`config.mk`:
```
export PLATFORM = sky130hd
export DESIGN_NAME = branch_predictor_flat
export DESIGN_NICKNAME = d
export VERILOG_FILES = /design/src/rtl/branch_predictor_if.sv /design/src/rtl/branch_predictor.sv /design/src/flat_wrapper.sv
export SDC_FILE = /design/constraint.sdc
export NUM_CORES = 2
export LEC_CHECK = 0
export CELL_PAD_IN_SITES_DETAIL_PLACEMENT = 1
export CELL_PAD_IN_SITES_GLOBAL_PLACEMENT = 1
export CORE_MARGIN = 1
export CORE_UTILIZATION = 53
export CTS_CLUSTER_SIZE = 24
export DETAILED_ROUTE_END_ITERATION = 12
export GPL_TIMING_DRIVEN = 1
export PLACE_DENSITY = 0.92
export RECOVER_POWER = 50
export SETUP_SLACK_MARGIN = 0.1
export SLEW_MARGIN = 0
export SYNTH_ARGS = -nofsm -noshare
export SYNTH_HDL_FRONTEND = slang
export SYNTH_SLANG_ARGS = --single-unit
```
`constraint.sdc`:
```
create_clock -name clk -period 6.4 [get_ports clk]
set_clock_uncertainty 0.2 [all_clocks]
set_input_delay 0.96 -clock clk [delete_from_list [all_inputs] [get_ports clk]]
set_output_delay 0.96 -clock clk [all_outputs]
set_load 0.01 [all_outputs]
```
`src/rtl/branch_predictor_if.sv`:
```
// Predictor bus between the IF/EX pipeline logic and the branch predictor.
//   IF side : IF_PC in, Predict_Taken / Predict_PC out (combinational lookup)
//   EX side : EX_Branch, EX_PC, EX_Branch_Taken, EX_Target, EX_Predict_Taken in
//   Status  : Mispredict (combinational), Mispredict_Count (saturating)
// master = pipeline side, slave = predictor.
interface branch_predictor_if #(
    parameter int PC_WIDTH  = 32,
    parameter int CNT_WIDTH = 32
);
    logic [PC_WIDTH-1:0]  IF_PC;
    logic                 Predict_Taken;
    logic [PC_WIDTH-1:0]  Predict_PC;
    logic                 EX_Branch;
    logic [PC_WIDTH-1:0]  EX_PC;
    logic                 EX_Branch_Taken;
    logic [PC_WIDTH-1:0]  EX_Target;
    logic                 EX_Predict_Taken;
    logic                 Mispredict;
    logic [CNT_WIDTH-1:0] Mispredict_Count;

    modport master (
        output IF_PC, EX_Branch, EX_PC, EX_Branch_Taken, EX_Target, EX_Predict_Taken,
        input  Predict_Taken, Predict_PC, Mispredict, Mispredict_Count
    );

    modport slave (
        input  IF_PC, EX_Branch, EX_PC, EX_Branch_Taken, EX_Target, EX_Predict_Taken,
        output Predict_Taken, Predict_PC, Mispredict, Mispredict_Count
    );
endinterface

```
`src/rtl/branch_predictor.sv`:
```
// IF-stage dynamic branch predictor: direct-mapped BTB with a 2-bit saturating
// counter per entry, updated from resolved branches in EX.
//   clk  : system clock, all state on rising edge
//   rst  : synchronous active-high reset (wins over a same-cycle update)
//   bp   : branch_predictor_if.slave -- fetch lookup, EX update, mispredict stats
module branch_predictor #(
    parameter int PC_WIDTH  = 32,
    parameter int IDX_BITS  = 4,
    parameter int CNT_WIDTH = 32
) (
    input  logic              clk,
    input  logic              rst,
    branch_predictor_if.slave bp
);
    localparam int ENTRIES = 1 << IDX_BITS;
    localparam int TAG_W   = PC_WIDTH - IDX_BITS - 2;

    typedef struct packed {
        logic                valid;
        logic [TAG_W-1:0]    tag;
        logic [PC_WIDTH-1:0] target;
        logic [1:0]          ctr;
    } entry_t;

    entry_t               tbl_q [ENTRIES];
    entry_t               upd_d;
    logic                 upd_we;
    logic [CNT_WIDTH-1:0] cnt_q, cnt_d;

    // PC[1:0] carries no information for the table.
    logic unused_pc_lsbs;
    assign unused_pc_lsbs = ^{bp.IF_PC[1:0], bp.EX_PC[1:0]};

    // ---------------- lookup (combinational, reads pre-update contents) ----
    logic [IDX_BITS-1:0] if_idx;
    logic [TAG_W-1:0]    if_tag;
    entry_t              if_ent;
    logic                if_hit;

    assign if_idx = bp.IF_PC[IDX_BITS+1:2];
    assign if_tag = bp.IF_PC[PC_WIDTH-1:IDX_BITS+2];
    assign if_ent = tbl_q[if_idx];
    assign if_hit = if_ent.valid && (if_ent.tag == if_tag);

    assign bp.Predict_Taken = if_hit && if_ent.ctr[1];
    assign bp.Predict_PC    = bp.Predict_Taken ? if_ent.target
                                               : bp.IF_PC + PC_WIDTH'(4);

    // ---------------- update from EX ---------------------------------------
    logic [IDX_BITS-1:0] ex_idx;
    logic [TAG_W-1:0]    ex_tag;
    entry_t              ex_ent;
    logic                ex_match;

    assign ex_idx   = bp.EX_PC[IDX_BITS+1:2];
    assign ex_tag   = bp.EX_PC[PC_WIDTH-1:IDX_BITS+2];
    assign ex_ent   = tbl_q[ex_idx];
    assign ex_match = ex_ent.valid && (ex_ent.tag == ex_tag);

    always_comb begin
        upd_d  = ex_ent;
        upd_we = 1'b0;
        if (bp.EX_Branch) begin
            if (bp.EX_Branch_Taken) begin
                upd_we = 1'b1;
                if (ex_match) begin
                    // A stale target is simply rewritten; not a mispredict.
                    upd_d.target = bp.EX_Target;
                    if (ex_ent.ctr != 2'b11) upd_d.ctr = ex_ent.ctr + 2'd1;
                end else begin
                    // Allocate over whatever was there, weakly taken.
                    upd_d.valid  = 1'b1;
                    upd_d.tag    = ex_tag;
                    upd_d.target = bp.EX_Target;
                    upd_d.ctr    = 2'b10;
                end
            end else if (ex_match) begin
                // Not-taken only trains existing entries; it never allocates.
                upd_we = 1'b1;
                if (ex_ent.ctr != 2'b00) upd_d.ctr = ex_ent.ctr - 2'd1;
            end
        end
    end

    // ---------------- mispredict statistics --------------------------------
    assign bp.Mispredict       = bp.EX_Branch && (bp.EX_Predict_Taken != bp.EX_Branch_Taken);
    assign bp.Mispredict_Count = cnt_q;

    always_comb begin
        cnt_d = cnt_q;
        if (bp.Mispredict && !(&cnt_q)) cnt_d = cnt_q + CNT_WIDTH'(1);
    end

    // ---------------- state ------------------------------------------------
    always_ff @(posedge clk) begin
        if (rst) begin
            for (int i = 0; i < ENTRIES; i++) begin
                tbl_q[i].valid  <= 1'b0;
                tbl_q[i].tag    <= '0;
                tbl_q[i].target <= '0;
                tbl_q[i].ctr    <= 2'b01;
            end
            cnt_q <= '0;
        end else begin
            if (upd_we) tbl_q[ex_idx] <= upd_d;
            cnt_q <= cnt_d;
        end
    end
endmodule

```
`src/flat_wrapper.sv`:
```
// flat-port wrapper written by rule: the top's interface ports become plain ports
module branch_predictor_flat 
#(
    parameter int PC_WIDTH  = 32,
    parameter int IDX_BITS  = 4,
    parameter int CNT_WIDTH = 32
)
  (clk, rst, bp_IF_PC, bp_EX_Branch, bp_EX_PC, bp_EX_Branch_Taken, bp_EX_Target, bp_EX_Predict_Taken, bp_Predict_Taken, bp_Predict_PC, bp_Mispredict, bp_Mispredict_Count);
  branch_predictor_if #(.PC_WIDTH(PC_WIDTH), .CNT_WIDTH(CNT_WIDTH)) bp_i ();
  input  logic clk;
  input  logic rst;
  input wire logic [$bits(bp_i.IF_PC)-1:0] bp_IF_PC;
  input wire logic [$bits(bp_i.EX_Branch)-1:0] bp_EX_Branch;
  input wire logic [$bits(bp_i.EX_PC)-1:0] bp_EX_PC;
  input wire logic [$bits(bp_i.EX_Branch_Taken)-1:0] bp_EX_Branch_Taken;
  input wire logic [$bits(bp_i.EX_Target)-1:0] bp_EX_Target;
  input wire logic [$bits(bp_i.EX_Predict_Taken)-1:0] bp_EX_Predict_Taken;
  output wire logic [$bits(bp_i.Predict_Taken)-1:0] bp_Predict_Taken;
  output wire logic [$bits(bp_i.Predict_PC)-1:0] bp_Predict_PC;
  output wire logic [$bits(bp_i.Mispredict)-1:0] bp_Mispredict;
  output wire logic [$bits(bp_i.Mispredict_Count)-1:0] bp_Mispredict_Count;
  assign bp_i.IF_PC = bp_IF_PC;
  assign bp_i.EX_Branch = bp_EX_Branch;
  assign bp_i.EX_PC = bp_EX_PC;
  assign bp_i.EX_Branch_Taken = bp_EX_Branch_Taken;
  assign bp_i.EX_Target = bp_EX_Target;
  assign bp_i.EX_Predict_Taken = bp_EX_Predict_Taken;
  assign bp_Predict_Taken = bp_i.Predict_Taken;
  assign bp_Predict_PC = bp_i.Predict_PC;
  assign bp_Mispredict = bp_i.Mispredict;
  assign bp_Mispredict_Count = bp_i.Mispredict_Count;
  branch_predictor #(.PC_WIDTH(PC_WIDTH), .IDX_BITS(IDX_BITS), .CNT_WIDTH(CNT_WIDTH)) u_core (.clk(clk), .rst(rst), .bp(bp_i));
endmodule
```
Word-level counts from Yosys, hierarchy flattened
Memories as Yosys holds them, arrays and structs flattened.
Cells that the tools add are included.
Word-level totals
  latch bits: 0
  word-level logic and storage cells: 39
  register bits after elaboration: 32
  output and inout port bits: 66
  memory bits (read-only): 0
  memories: 1
  RAM bits: 976
  input bits: 101
Cells by class
  add/sub/neg operators: 4
  $mul: 0
  shift operators: 0
  muxes and demuxes: 20
  reductions and logical operators: 9
  bitwise logic cells: 0
  div/mod/pow operators: 0
  equality and inequality tests: 4
  magnitude comparators: 0
Memories
  u_core.tbl_q: depth 16, width 61, read ports 2, clocked after memory_dff 0, write ports 16, line branch_predictor.sv:25  | entry_t tbl_q [ENTRIES];
Operators with widths (number)
  2-to-1 mux 61 bit: 2
  OR reduction 61 bit: 1
  2-to-1 mux 59 bit: 1
  equality test 26 bit: 2
  adder 32 x 1 -> 32 bit, second input constant: 1
  adder 32 x 3 -> 32 bit, second input constant: 1
  2-to-1 mux 32 bit: 1
  AND reduction 32 bit: 1
  2-to-1 mux 27 bit: 1
  2-to-1 mux 2 bit: 5
  2-to-1 mux 1 bit: 9
  logical AND 1 bit: 5
  2-to-1 mux 4 bit: 1
  adder 2 x 1 -> 2 bit, second input constant: 1
  inequality test 2 bit, second input constant: 1
  nonzero test 2 bit: 1
  subtractor 2 x 1 -> 2 bit, second input constant: 1
  zero test 1 bit: 1
  inequality test 1 bit: 1

Longest topological paths before layout
An unclocked memory read counts as a cell.
  depth in word-level cells: 11
  mapped depth: 18
  gate-level depth less buffers: 9

Worst setup path before layout
Ideal clock, no wire load.
  path type: input to register
  from: in bp_EX_PC[3]
  to: mem u_core.tbl_q[3][0] in the netlist's numbering, enable pin
  path slack: 0.613 ns
  path buffers: 5
  library setup time: 0.429 ns
  data arrival time: 5.158 ns
  stages on the path: 13
  data required time: 5.771 ns
  cell sequence: buf_4 -> buf_6 -> buf_2 -> mux4_2 -> mux2i_1 -> xnor2_1 -> o211ai_1 -> or4_4 -> nor4_2 -> buf_4 -> buf_8 -> o211ai_4 -> nand2b_1
RTL lines
  from (decl): line flat_wrapper.sv:14  | input wire logic [$bits(bp_i.EX_PC)-1:0] bp_EX_PC;
  to (decl): line branch_predictor.sv:25

==> results_dict.tcl <==
set metrics [dict create \
    status "complete, but fails checks" \
    violations "max-capacitance violations, max-slew violations, negative setup slack" \
    cts.path.max_buffers 3 \
    timing.final.crit_share_pct 101 \
    grt_pass1_wl_um 326000 \
    portBuffers 164 \
    wl_met1_um 66200 \
    holdPathEnd "u_core.bp.Mispredict_Count[21]$_SDFFE_PP0P_" \
    reg2reg_slack_ns 0.31 \
    synth_flop_cell "edfxtp_1" \
    fp-row-count 117 \
    clkSinkCount 1008 \
    overflow 0 \
    period_needed_ns 6.47 \
    clk_pin_slew_ns 0.06 \
    dieArea_sq_um 104000 \
    yosysTopAreaCell "edfxtp_1" \
    dr.first_iter.drc_count 8837 \
    preCtsSetupSlack_ns -0.00167 \
    synth_nets 3820 \
    hp-class "reg2reg" \
    synth_area_sq_um 54500 \
    vias 42800 \
    cts_tree "yes" \
    yosysTopAreaCellShare_pct 53.8 \
    placed_area_sq_um 58200 \
    wl_met3_um 41600 \
    fin_area_sq_um 61000 \
    die-width_um 323 \
    ys_seq_area_share_pct 55.0 \
    path_cells "buf_8, mux4_2, mux2i_1, xor2_1, nand2_1, o41a_1, or4_1, nor4_1, buf_12, o211ai_4, clkbuf_4, a21oi_1" \
    cts_buffers 106 \
    peakVddDrop_mv 0.269 \
    required_ns 6.73 \
    max_stage_delay_ns 0.88 \
    syn2layout_area_growth_pct 12.0 \
    grt_usage_pct 44.7 \
    netlist_top_cells_count "edfxtp_1, nor2_1, mux4_2, a21oi_1, clkbuf_1" \
    setup.worst_path.class "in2reg" \
    fin_ws_ns -0.0671 \
    worstSetupEndpointType "flip-flop" \
    slew_viol_final 391 \
    synth-edff-count 976 \
    top_layer_used "met5" \
    dp_cells 5054 \
    rr_endpoint "u_core.tbl_q[3][35]$_SDFFCE_PN0P_" \
    timing_hold_violations_final 0 \
    final_util_pct 59.9 \
    wl_met2_um 99900 \
    arrival_ns 6.80 \
    synth.most_common_cell "edfxtp_1" \
    power_density_nw_per_um2 268 \
    async_reset_ff_share_pct 0 \
    coreArea_sq_um 102000 \
    dp.final_hpwl_um 126000 \
    final_nets 3900 \
    leakage_nw 21.0 \
    synth_cells 3717 \
    setup_viol 42 \
    ctsRootBufferMaster "clkbuf_16" \
    grt_pass1_vias 44300 \
    antenna_found_initial 13 \
    initial_core_util_pct 53.5 \
    crit_fanout 61 \
    worst_slew_pin_slew_ns 1.73 \
    cp_slowest_cell "clkbuf_4" \
    fin_cells 5254 \
    drc_errors 0 \
    gp_congestion 0.908 \
    setup.worst_path.start "bp_EX_PC[2]" \
    wl_per_cell_um 44.3 \
    clock.fmax_ghz 0.155 \
    regToRegStartpoint "u_core.tbl_q[14][36]$_SDFFCE_PN0P_" \
    grt_max_degree 101 \
    ys_warn_count 0 \
    wl_um 233000 \
    relSlewSlack_pct -15.0 \
    ys_ff_latch 1008 \
    synthTopCellsByArea "edfxtp_1, mux4_2, nor2_1" \
    num_io_pins 167 \
    rsz0062_at_grt "false" \
    hp-start "u_core.bp.Mispredict_Count[21]$_SDFFE_PP0P_" \
    layout-drive-gt1-share_pct 25.1 \
    insertion_delay_ns 0.76 \
    dr.pass1.iters 10 \
    start_kind "primary input" \
    maxCapViolCount 7 \
    ant_nets 0 \
    via_per_inst 8.15 \
    fp.dieH_um 323 \
    r2r_cells 11 \
    num-fill-cells 9297 \
    avgSynthCellArea_sq_um 14.7 \
    ys_types 76 \
    min_delay_path_depth 2 \
    htree_num_levels 3 \
]
-- what timing repair did --
action	CTS	global route
pin swaps	0	0
hold buffers	0	0
endpoints found under the hold margin	0	0
setup endpoints to repair	26	30
buffers inserted	0	0
resized for setup	12	9
gates cloned	0	1
-- layer usage --
metal	vias to the layer above	GRT usage [%]
li1	14700	-
met1	20600	50.9
met2	5502	64.8
met3	1955	20.2
met4	18	36.3
met5	-	2.41
-- per-stage QoR --
stage / TNS, ns / total power [mW] / hold slack (ns)
final: -0.939 / 16.3 / 0.299
after global routing: 0 / 16.4 / 0.340
after CTS: 0 / 16.1 / 0.306
after detailed placement: -0.00167 / 9.90 / 0.295
after global placement: 0 / 9.75 / 0.278
after floorplan: 0 / 9.03 / 0.310
-- critical path, delay by kind of cell --
kind	cells	cell delay, ns
simple gates	3	1.78
buf+inv	3	1.61
compound gates	3	0.96
xor+xnor	1	0.19
mux	2	1.12
-- area by class of cell --
type	instances	area [sq um]	area share, %
inverter	31	116	0.191
multi-input combinational	2298	22400	36.6
clock inverter	53	489	0.802
clock buffer	140	2850	4.67
sequential	1008	29900	49.1
tap	1368	1710	2.80
timing repair buffer	352	3550	5.81
antenna	4	10.0	0.0164
-- logic make-up (layout without fill, tap and decap cells) --
kind of cell,Yosys count,count (layout),share of synthesized area [%]
buf+inv,411,576,3.81
compound gates,494,494,5.64
fa+ha+maj,3,3,0.0643
mux,683,683,25.1
simple gates,996,996,8.46
other cells,0,4,0
flops,1008,1008,55.0
xor+xnor,122,122,1.96
-- power by group --
group / internal (mW) / switching, mW
logic: 0.869 / 1.48
clock network: 3.45 / 2.87
registers: 7.47 / 0.195
-- worst max path at each step --
stage,to,slack (ns),cells after the start
2_1_floorplan,u_core.tbl_q[3][0]$_SDFFCE_PN1P_,0.61,13
4_1_cts,bp_Predict_PC[24],0.1,13
5_1_grt,bp_Predict_PC[18],0.002,11
3_5_place_dp,bp_Predict_PC[14],-0.002,12
6_report,u_core.tbl_q[3][35]$_SDFFCE_PN0P_,-0.07,12
3_3_place_gp,bp_Predict_PC[20],0.20,13
-- flip-flops by register name, indices dropped and copies added, names as in the netlist --
| name | count |
|---|---|
| u_core.tbl_q | 976 |
| u_core.bp.Mispredict_Count | 32 |
-- cell usage in the layout (no fill, tap or decap), types with 23 or more instances in the layout --
master / n
edfxtp_1: 976
nor2_1: 588
mux4_2: 545
a21oi_1: 336
nand2_1: 126
mux2i_1: 123
clkdlybuf4s50_1: 114
buf_4: 113
clkbuf_16: 109
nor3_1: 93
xnor2_1: 64
xor2_1: 50
o21ai_0: 44
buf_12: 39
nand3_1: 34
dlygate4sd3_1: 34
clkbuf_1: 33
dfxtp_1: 32
inv_1: 30
nand2b_1: 27
nand4_1: 23
clkinv_1: 23
(Power assumes the default switching activity.)
